[src/rtl/motion_segment_sequencer_pkg.sv]
// motion_pkg: shared types and constants for the motion channel sequencers.
//   seq_state_t         sequencer state encoding
//   SEG_SET_V/A/J       bit positions inside the seg_set field
//   DEF_LEN_W/DEF_DIV_W default segment-length and divider widths
package motion_pkg;

  typedef enum logic [1:0] {
    ST_IDLE  = 2'd0,
    ST_LOAD  = 2'd1,
    ST_RUN   = 2'd2,
    ST_ABORT = 2'd3
  } seq_state_t;

  localparam int unsigned SEG_SET_V = 0;
  localparam int unsigned SEG_SET_A = 1;
  localparam int unsigned SEG_SET_J = 2;

  localparam int unsigned DEF_LEN_W = 32;
  localparam int unsigned DEF_DIV_W = 16;

endpackage

[src/rtl/motion_segment_sequencer_if.sv]
// Segment queue handshake between a segment source and a sequencer.
//   seg_valid/seg_ready  valid/ready handshake
//   seg_v/seg_a/seg_j    signed load values
//   seg_set              {set_j,set_a,set_v} enables
//   seg_last             final segment of the move
//   seg_len              acc_step ticks for this segment
// modports: master = queue source, slave = sequencer.
interface motion_segment_sequencer_if #(
  parameter int unsigned LEN_W = motion_pkg::DEF_LEN_W
) ();

  logic             seg_valid;
  logic             seg_ready;
  logic [31:0]      seg_v;
  logic [31:0]      seg_a;
  logic [31:0]      seg_j;
  logic [2:0]       seg_set;
  logic             seg_last;
  logic [LEN_W-1:0] seg_len;

  modport master (
    output seg_valid, seg_v, seg_a, seg_j, seg_set, seg_last, seg_len,
    input  seg_ready
  );

  modport slave (
    input  seg_valid, seg_v, seg_a, seg_j, seg_set, seg_last, seg_len,
    output seg_ready
  );

endinterface

[src/rtl/motion_segment_sequencer_tick_div.sv]
// motion_tick_div: acc_step period divider.
//   clear   reload the counter (period sampled from div), suppress tick
//   enable  count this cycle
//   div     period in clk cycles, 0 treated as 1; sampled at each reload
//   wrap    combinational: the counter expires this cycle (tick next cycle)
//   tick    registered one-cycle pulse every max(div,1) enabled cycles
module motion_tick_div #(
  parameter int unsigned DIV_W = 16
) (
  input  logic             clk,
  input  logic             reset,
  input  logic             clear,
  input  logic             enable,
  input  logic [DIV_W-1:0] div,
  output logic             wrap,
  output logic             tick
);

  logic [DIV_W-1:0] cnt;
  logic [DIV_W-1:0] reload;

  always_comb begin
    reload = (div == '0) ? '0 : div - DIV_W'(1);
    wrap   = enable && (cnt == '0);
  end

  always_ff @(posedge clk or posedge reset) begin
    if (reset) begin
      cnt  <= '0;
      tick <= 1'b0;
    end else if (clear) begin
      cnt  <= reload;
      tick <= 1'b0;
    end else if (enable) begin
      if (cnt == '0) begin
        cnt  <= reload;
        tick <= 1'b1;
      end else begin
        cnt  <= cnt - DIV_W'(1);
        tick <= 1'b0;
      end
    end else begin
      tick <= 1'b0;
    end
  end

endmodule

[src/rtl/motion_segment_sequencer.sv]
// motion_segment_sequencer: runs one acc_profile_gen channel through a queue
// of motion segments.
//   clk, reset          clock, asynchronous active-high reset
//   start, abort_req    begin execution / request controlled stop
//   step_div            acc_step period (0 treated as 1)
//   seg                 segment queue (slave side)
//   gen_stopped         generator stopped status
//   acc_step, load, set_v/a/j, v_val/a_val/j_val, abort   generator controls
//   busy, done, underrun                                  status
// Optional: MOTION_SEQ_STEPCOUNT_EN adds step_count, the saturating number
// of acc_step pulses since the last start.
module motion_segment_sequencer
  import motion_pkg::*;
#(
  parameter int unsigned LEN_W = DEF_LEN_W,
  parameter int unsigned DIV_W = DEF_DIV_W
) (
  input  logic                        clk,
  input  logic                        reset,
  input  logic                        start,
  input  logic                        abort_req,
  input  logic [DIV_W-1:0]            step_div,
  motion_segment_sequencer_if.slave   seg,
  input  logic                        gen_stopped,
  output logic                        acc_step,
  output logic                        load,
  output logic                        set_v,
  output logic                        set_a,
  output logic                        set_j,
  output logic [31:0]                 v_val,
  output logic [31:0]                 a_val,
  output logic [31:0]                 j_val,
  output logic                        abort,
  output logic                        busy,
  output logic                        done,
`ifdef MOTION_SEQ_STEPCOUNT_EN
  output logic                        underrun,
  output logic [31:0]                 step_count
`else
  output logic                        underrun
`endif
);

  seq_state_t       state;
  seq_state_t       state_n;
  logic [LEN_W-1:0] remaining;
  logic             last;

  logic div_en;
  logic div_clr;
  logic div_wrap;
  logic done_n;
  logic underrun_set;
  logic start_clr;

  motion_tick_div #(
    .DIV_W (DIV_W)
  ) u_tick_div (
    .clk    (clk),
    .reset  (reset),
    .clear  (div_clr),
    .enable (div_en),
    .div    (step_div),
    .wrap   (div_wrap),
    .tick   (acc_step)
  );

  // A zero-length segment passes through RUN with remaining == 0, which
  // makes RUN's remaining == 0 branch the single end-of-segment decision.
  always_comb begin
    state_n      = state;
    div_en       = 1'b0;
    done_n       = 1'b0;
    underrun_set = 1'b0;
    unique case (state)
      ST_IDLE: begin
        if (start && seg.seg_valid) state_n = ST_LOAD;
      end
      ST_LOAD, ST_RUN: begin
        div_en = (remaining != '0) || abort_req;
        if (abort_req) begin
          state_n = ST_ABORT;
        end else if (state == ST_LOAD) begin
          state_n = ST_RUN;
        end else if (remaining == '0) begin
          if (last) begin
            state_n = ST_IDLE;
            done_n  = 1'b1;
          end else if (seg.seg_valid) begin
            state_n = ST_LOAD;
          end else begin
            state_n      = ST_ABORT;
            underrun_set = 1'b1;
          end
        end
      end
      ST_ABORT: begin
        if (gen_stopped && !acc_step) state_n = ST_IDLE;
        else                          div_en  = 1'b1;
      end
      default: state_n = ST_IDLE;
    endcase
  end

  assign div_clr   = (state_n == ST_LOAD);
  assign start_clr = (state == ST_IDLE) && start;

  always_ff @(posedge clk or posedge reset) begin
    if (reset) begin
      state <= ST_IDLE;
    end else begin
      state <= state_n;
    end
  end

  // Segment fields are captured on the edge entering LOAD; the source keeps
  // the head stable until the handshake completes at the end of LOAD.
  always_ff @(posedge clk or posedge reset) begin
    if (reset) begin
      remaining     <= '0;
      last          <= 1'b0;
      load          <= 1'b0;
      seg.seg_ready <= 1'b0;
      set_v         <= 1'b0;
      set_a         <= 1'b0;
      set_j         <= 1'b0;
      v_val         <= '0;
      a_val         <= '0;
      j_val         <= '0;
      abort         <= 1'b0;
      busy          <= 1'b0;
      done          <= 1'b0;
      underrun      <= 1'b0;
    end else begin
      load          <= (state_n == ST_LOAD);
      seg.seg_ready <= (state_n == ST_LOAD);
      set_v         <= (state_n == ST_LOAD) && seg.seg_set[SEG_SET_V];
      set_a         <= (state_n == ST_LOAD) && seg.seg_set[SEG_SET_A];
      set_j         <= (state_n == ST_LOAD) && seg.seg_set[SEG_SET_J];
      abort         <= (state_n == ST_ABORT);
      busy          <= (state_n != ST_IDLE);
      done          <= done_n;

      if (state_n == ST_LOAD) begin
        v_val     <= seg.seg_v;
        a_val     <= seg.seg_a;
        j_val     <= seg.seg_j;
        remaining <= seg.seg_len;
        last      <= seg.seg_last;
      end else if (div_wrap && (remaining != '0) && (state != ST_ABORT)) begin
        remaining <= remaining - LEN_W'(1);
      end

      if (start_clr)         underrun <= 1'b0;
      else if (underrun_set) underrun <= 1'b1;
    end
  end

`ifdef MOTION_SEQ_STEPCOUNT_EN
  always_ff @(posedge clk or posedge reset) begin
    if (reset) begin
      step_count <= '0;
    end else if (start_clr) begin
      step_count <= '0;
    end else if (div_wrap && (step_count != '1)) begin
      step_count <= step_count + 32'd1;
    end
  end
`endif

endmodule

[src/flat_wrapper.sv]
// flat-port wrapper written by rule: the top's interface ports become plain ports
module motion_segment_sequencer_flat import motion_pkg::*;
#(
  parameter int unsigned LEN_W = DEF_LEN_W,
  parameter int unsigned DIV_W = DEF_DIV_W
)
  (clk, reset, start, abort_req, step_div, gen_stopped, acc_step, load, set_v, set_a, set_j, v_val, a_val, j_val, abort, busy, done, underrun, seg_seg_valid, seg_seg_v, seg_seg_a, seg_seg_j, seg_seg_set, seg_seg_last, seg_seg_len, seg_seg_ready);
  motion_segment_sequencer_if #(.LEN_W(LEN_W)) seg_i ();
  input  logic clk;
  input  logic reset;
  input  logic start;
  input  logic abort_req;
  input  logic [DIV_W-1:0] step_div;
  input  logic gen_stopped;
  output logic acc_step;
  output logic load;
  output logic set_v;
  output logic set_a;
  output logic set_j;
  output logic [31:0] v_val;
  output logic [31:0] a_val;
  output logic [31:0] j_val;
  output logic abort;
  output logic busy;
  output logic done;
  output logic underrun;
  input wire logic [$bits(seg_i.seg_valid)-1:0] seg_seg_valid;
  input wire logic [$bits(seg_i.seg_v)-1:0] seg_seg_v;
  input wire logic [$bits(seg_i.seg_a)-1:0] seg_seg_a;
  input wire logic [$bits(seg_i.seg_j)-1:0] seg_seg_j;
  input wire logic [$bits(seg_i.seg_set)-1:0] seg_seg_set;
  input wire logic [$bits(seg_i.seg_last)-1:0] seg_seg_last;
  input wire logic [$bits(seg_i.seg_len)-1:0] seg_seg_len;
  output wire logic [$bits(seg_i.seg_ready)-1:0] seg_seg_ready;
  assign seg_i.seg_valid = seg_seg_valid;
  assign seg_i.seg_v = seg_seg_v;
  assign seg_i.seg_a = seg_seg_a;
  assign seg_i.seg_j = seg_seg_j;
  assign seg_i.seg_set = seg_seg_set;
  assign seg_i.seg_last = seg_seg_last;
  assign seg_i.seg_len = seg_seg_len;
  assign seg_seg_ready = seg_i.seg_ready;
  motion_segment_sequencer #(.LEN_W(LEN_W), .DIV_W(DIV_W)) u_core (.clk(clk), .reset(reset), .start(start), .abort_req(abort_req), .step_div(step_div), .seg(seg_i), .gen_stopped(gen_stopped), .acc_step(acc_step), .load(load), .set_v(set_v), .set_a(set_a), .set_j(set_j), .v_val(v_val), .a_val(a_val), .j_val(j_val), .abort(abort), .busy(busy), .done(done), .underrun(underrun));
endmodule
[config.mk]
export PLATFORM = sky130hd
export DESIGN_NAME = motion_segment_sequencer_flat
export DESIGN_NICKNAME = d
export VERILOG_FILES = /design/src/rtl/motion_segment_sequencer_pkg.sv /design/src/rtl/motion_segment_sequencer_if.sv /design/src/rtl/motion_segment_sequencer_tick_div.sv /design/src/rtl/motion_segment_sequencer.sv /design/src/flat_wrapper.sv
export SDC_FILE = /design/constraint.sdc
export NUM_CORES = 1
export LEC_CHECK = 0
export ABC_CLOCK_PERIOD_IN_PS = 6470
export CORE_AREA = 2 2 133 135
export CTS_BUF_LIST = sky130_fd_sc_hd__clkbuf_16
export DETAILED_ROUTE_END_ITERATION = 16
export DIE_AREA = 0 0 135 137
export GPL_TIMING_DRIVEN = 0
export PLACE_DENSITY = 0.89
export SLEW_MARGIN = 0
export SYNTH_ARGS = -nofsm -noshare
export SYNTH_HDL_FRONTEND = slang
export SYNTH_SLANG_ARGS = --single-unit
export TNS_END_PERCENT = 10
[constraint.sdc]
create_clock -name clk -period 6.47 [get_ports clk]
set_clock_uncertainty 0.2 [all_clocks]
set_input_delay 1.294 -clock clk [delete_from_list [all_inputs] [get_ports clk]]
set_output_delay 1.294 -clock clk [all_outputs]
set_load 0.01 [all_outputs]
======== Yosys cells after proc, flatten, opt, wreduce, memory -nomap -nowiden ========
Cells that the tools add are included.
storage, ports and cells
  bits in registers ....................... 156
  bits in latches ......................... 0
  memory bits (writable) .................. 0
  memory bits (read-only) ................. 0
  input bits .............................. 154
  output and inout port bits .............. 106
  word-level logic and storage cells ...... 78
  memories ................................ 0
operators by class
  add/sub/neg operators ................... 3
  $mul .................................... 0
  div/mod/pow operators ................... 0
  magnitude comparators ................... 0
  equal/unequal tests ..................... 6
  shift operators ......................... 0
  mux-type cells .......................... 32
  bitwise operators ....................... 0
  reduce and logical (&&, ||, !) cells .... 21
operator list
  kind                   number
  $mux 16                4
  $mux 32                2
  $logic_not 16->1       2
  $logic_not 32->1       1
  $reduce_bool 32->1     1
  $sub 16x1->16 const B  2
  $sub 32x1->32 const B  1
  $mux 1                 17
  $mux 2                 7
  $logic_and 1x1->1      9
  $reduce_bool 2->1      4
  $eq 2x2->1 const B     3
  $pmux 2 s3             1
  $eq 2x1->1 const B     2
  $logic_not 2->1        1
  $ne 2x2->1 const B     1
  $pmux 1 s2             1
  $reduce_or 2->1        1
  $logic_not 1->1        1
  $logic_or 1x1->1       1

======== Depth between registers and ports, before layout ========
  depth in word-level cells ............... 9
  depth in mapped cells ................... 12
  mapped depth without buffers ............ 10

======== Cells and area by module ========
A second synthesis with hierarchy kept.
unflattened totals
  cell total of the unflattened synthesis .. 609
  area total of the unflattened synthesis .. 7458.4 µm²
by module, submodules not included
  module                    times used  cells each  area an instance (µm²)  seq. area each (µm²)
  motion_segment_sequencer  1           442         6078.3                  3478.3
  motion_tick_div           1           167         1380.1                  425.4

======== Least setup slack after synthesis ========
Ideal clock, no wire load.
  kind .................................... input to register
  from .................................... input port step_div[9]
  to ...................................... register u_core.u_tick_div.cnt[10]
  library setup time ...................... 134 ps
  data arrival time ....................... 2788 ps
  data required time ...................... 6136 ps
  slack ................................... 3348 ps
  stages on the path ...................... 6
  buffers on the path ..................... 2
  path through ............................ or4_1 > nor2_1 > and4_1 > buf_1 > clkbuf_1 > o32ai_1
on the way
  word-level cells in the longest chain between the ends .. 5
  elaborated cells between the ends (all ways) .. 6
  classes of those cells .................. add/sub: 1; mux: 4; reduce/logical: 1
ends and longest elaborated chain
  item                                               line                                     text
  start, declared                                    flat_wrapper.sv:13                       input logic [DIV_W-1:0] step_div;
  $sub 16x1->16 or $logic_not 16->1 (tied branches)  motion_segment_sequencer_tick_div.sv:23  reload = (div == '0) ? '0 : div - DIV_W'(1);
  $mux 16 (*)                                        motion_segment_sequencer_tick_div.sv:23
  $mux 16                                            motion_segment_sequencer_tick_div.sv:35  if (cnt == '0) begin
  $mux 16                                            motion_segment_sequencer_tick_div.sv:34  end else if (enable) begin
  $mux 16 (*)                                        motion_segment_sequencer_tick_div.sv:31  end else if (clear) begin
  end signal, assigned                               motion_segment_sequencer_tick_div.sv:32  cnt <= reload;
  end signal, assigned                               motion_segment_sequencer_tick_div.sv:36  cnt <= reload;
  end signal, assigned                               motion_segment_sequencer_tick_div.sv:39  cnt <= cnt - DIV_W'(1);
  end, declared                                      motion_segment_sequencer_tick_div.sv:19  logic [DIV_W-1:0] cnt;
Mark *: on every way between the ends. The rest lies on a longest branch, timed or not. The select of a mux whose other input is x is not followed.
A chain may end at the register's enable or synchronous reset.

======== Worst setup path in the final report ========
  from .................................... input port step_div[8]
  to ...................................... register u_core.u_tick_div.cnt[12]
The elaborated chain is that of the path after synthesis.

==> results.json <==
{
  "synth-edff-count": 0,
  "fillers": 1302,
  "ctsResizeCount": 0,
  "setup_viol": 0,
  "reg2regPathDepth": 6,
  "cts_tree": "built",
  "dp_hpwl_um": 16300,
  "fin_nets": 1072,
  "rows": 48,
  "critPathKind": "input port to register",
  "dieWidth_um": 135,
  "antenna_found_initial": 0,
  "startpoint_type": "input port",
  "clk_latency_ns": 0.42,
  "syn_area_mm2": 0.00767,
  "final_cells": 1146,
  "drive_above_1_share": 0.119,
  "dr.pass1.iters": 6,
  "leakage_nw": 4.46,
  "holdPathEnd": "u_core.v_val[2]",
  "timing.final.ws_setup_ns": 2.96,
  "place_congestion": 0.915,
  "cp_data_arrival_time_ns": 3.60,
  "max_stage_delay_ns": 0.63,
  "overflow": 0,
  "grt_pass1_wl_um": 33300,
  "netlist_instances": 629,
  "io_buffer_count": 259,
  "min_from": "u_core.v_val[2]",
  "grt_max_degree": 87,
  "htreeDepth": 4,
  "ys_seq_elements": 156,
  "finalMaxSlewViolations": 0,
  "vdd_drop_max_uv": 223,
  "n_antenna_cell": 0,
  "post-route-util": 0.653,
  "finalCriticalPeriod_ns": 3.51,
  "path_clk_slew_ns": 0.07,
  "cts_hold_buf": 0,
  "crit_chain": "clkdlybuf4s50_1 -> or4_1 -> nor2_1 -> and4_1 -> buf_1 -> clkbuf_1 -> o32ai_1",
  "cp_slowest_cell": "or4_1",
  "status": "completed",
  "wire_per_inst_um": 18.7,
  "critPathMaxFanout": 10,
  "rr_endpoint": "u_core.remaining[16]",
  "vias_per_cell": 5.43,
  "worst_pin_slew_ns": 0.917,
  "initial_core_util": 0.450,
  "powerDensity_mw_per_mm2": 499,
  "yosysSeqAreaShare": 0.509,
  "clk_path_buf_depth": 2,
  "required_ns": 6.56,
  "period_share": 0.543,
  "core_area_mm2": 0.0171,
  "postRouteAntennaNets": 0,
  "area_growth_pct": 45.1,
  "io_pins": 260,
  "cts_inserted_buffers": 17,
  "critPathCaptureType": "register",
  "cts_setup_buffers": 0,
  "timing.fmax_mhz": 285,
  "maxCapViolations": 0,
  "placedCellCount": 1114,
  "syn_area_per_cell_um2": 12.2,
  "dieArea_mm2": 0.0185,
  "drc": 0,
  "cts.sinks": 156,
  "min-delay-path-class": "register to register",
  "synth_ff_type": "dfrtp_1",
  "rsz0062_at_grt": "no",
  "grt_pass1_vias": 6250,
  "yosysUniqueCellTypes": 66,
  "maxSlewHeadroom": 0.384,
  "timing.rr.start": "u_core.u_tick_div.cnt[6]",
  "grt_usage": 0.232,
  "multiInputGateArea_mm2": 0.00350,
  "reg2reg_slack_ns": 3.14,
  "synthArstFlopShare": 1.00,
  "dieHeight_um": 137,
  "seq_area_mm2": 0.00390,
  "hold_depth": 1,
  "wirelength_um": 21400,
  "num_vias": 6219,
  "ys_warn_count": 0,
  "whs_ns": 0.290,
  "synth_nets": 793,
  "drt_iter0_drc": 457,
  "dp_worst_setup_slack_ns": 2.54,
  "clockRootBuffer": "clkbuf_16",
  "hold_violations": 0
}
[flip-flops by register name, indices dropped and copies added, names as in the netlist, 2 cells and up]
signal                 cells
u_core.a_val              32
u_core.u_tick_div.cnt     16
u_core.remaining          32
u_core.state               2
u_core.j_val              32
u_core.v_val              32
[layout make-up]
| class | count | area share |
|---|---|---|
| plain buffers | 30 | 0.0193 |
| inverters | 14 | 0.00540 |
| multi-input cells | 429 | 0.314 |
| repair buffers | 260 | 0.235 |
| clock buffers | 17 | 0.0382 |
| clock inverters | 15 | 0.0115 |
| well taps | 225 | 0.0253 |
| flip-flops and latches | 156 | 0.351 |
[worst max-delay path by stage]
stage                 from                   endpoint  slack [ns]  cells past startpoint
2_1_floorplan        reset            u_core.a_val[0]        0.77                      1
3_3_place_gp         reset           u_core.j_val[29]       -1.37                      2
3_5_place_dp   step_div[8]  u_core.u_tick_div.cnt[12]        2.54                      7
4_1_cts        step_div[8]  u_core.u_tick_div.cnt[12]        3.00                      7
5_1_grt        step_div[6]   u_core.u_tick_div.cnt[9]        2.80                      7
6_report       step_div[8]  u_core.u_tick_div.cnt[12]        2.96                      7
[cells by family (layout without fill, tap and decap cells)]
family	after synthesis	in the layout	share of synthesized area
adder cells (fa/ha/maj)	10	10	0.0163
flip-flops	156	156	0.509
multiplexers	128	128	0.187
XOR/XNOR	42	42	0.0479
buffers and inverters	44	336	0.0352
AO/OA/AOI/OAI	63	63	0.0615
AND/OR/NAND/NOR	186	186	0.143
[cells in the final DEF (no fill, tap or decap), drive strengths merged, types with 18 or more instances in the layout]
cell type      synthesis  routed
dfrtp                156     156
buf                   22      23
nand3                 19      19
clkdlybuf4s50          0     259
nor3                  21      21
nor2                  37      37
xnor2                 33      33
mux2                 125     125
nor4                  20      20
nand2                 18      18
nand4                 22      22
inv                   14      24
clkbuf                 8      25
[metrics by stage]
stage	cell area, µm²	total power [mW]	TNS, ns
2_1_floorplan	7670	3.43	0
3_3_place_gp	10500	4.49	-211.97
3_5_place_dp	10600	4.64	0
4_1_cts	11100	5.59	0
5_1_grt	11100	5.90	0
6_report	11100	5.55	0
[cells in the mapped netlist (6+ instances only)]
cell type | instances | share of area
a21oi_1 | 8 | 0.0052
and3_1 | 6 | 0.0049
buf_2 | 7 | 0.0046
buf_6 | 9 | 0.013
clkbuf_1 | 8 | 0.0039
dfrtp_1 | 156 | 0.51
ha_1 | 10 | 0.016
inv_1 | 12 | 0.0059
mux2_1 | 85 | 0.12
mux2_2 | 40 | 0.059
nand2_1 | 17 | 0.0083
nand3_1 | 19 | 0.012
nand4_1 | 22 | 0.018
nor2_1 | 37 | 0.018
nor2b_1 | 7 | 0.0057
nor3_1 | 20 | 0.013
nor4_1 | 17 | 0.014
o21ai_0 | 12 | 0.0078
o32ai_1 | 13 | 0.015
or3_1 | 7 | 0.0057
xnor2_1 | 33 | 0.038
xor2_1 | 9 | 0.010
[routing by layer]
metal | vias to the layer above | wire length [µm] | share of wire | global-route usage
met4 | 0 | 368 | 0.017 | 0.0700
met2 | 261 | 11200 | 0.52 | 0.415
met5 | - | 0 | 0 | 0
li1 | 2881 | - | - | -
met1 | 3041 | 8370 | 0.39 | 0.276
met3 | 36 | 1490 | 0.070 | 0.0567
[worst max-delay path: cells and delay by family]
kind            cells  cell delay [ns]
compound gates      1             0.17
buf+inv             3             1.15
simple gates        3             1.00
[report_power, final]
group          internal, mW  total [mW]  switching, mW
Clock                 0.505       0.946          0.441
Sequential             1.49        1.84          0.353
Combinational          1.53        2.76           1.23
Total                  3.52        5.55           2.03
(Power assumes the default switching activity.)
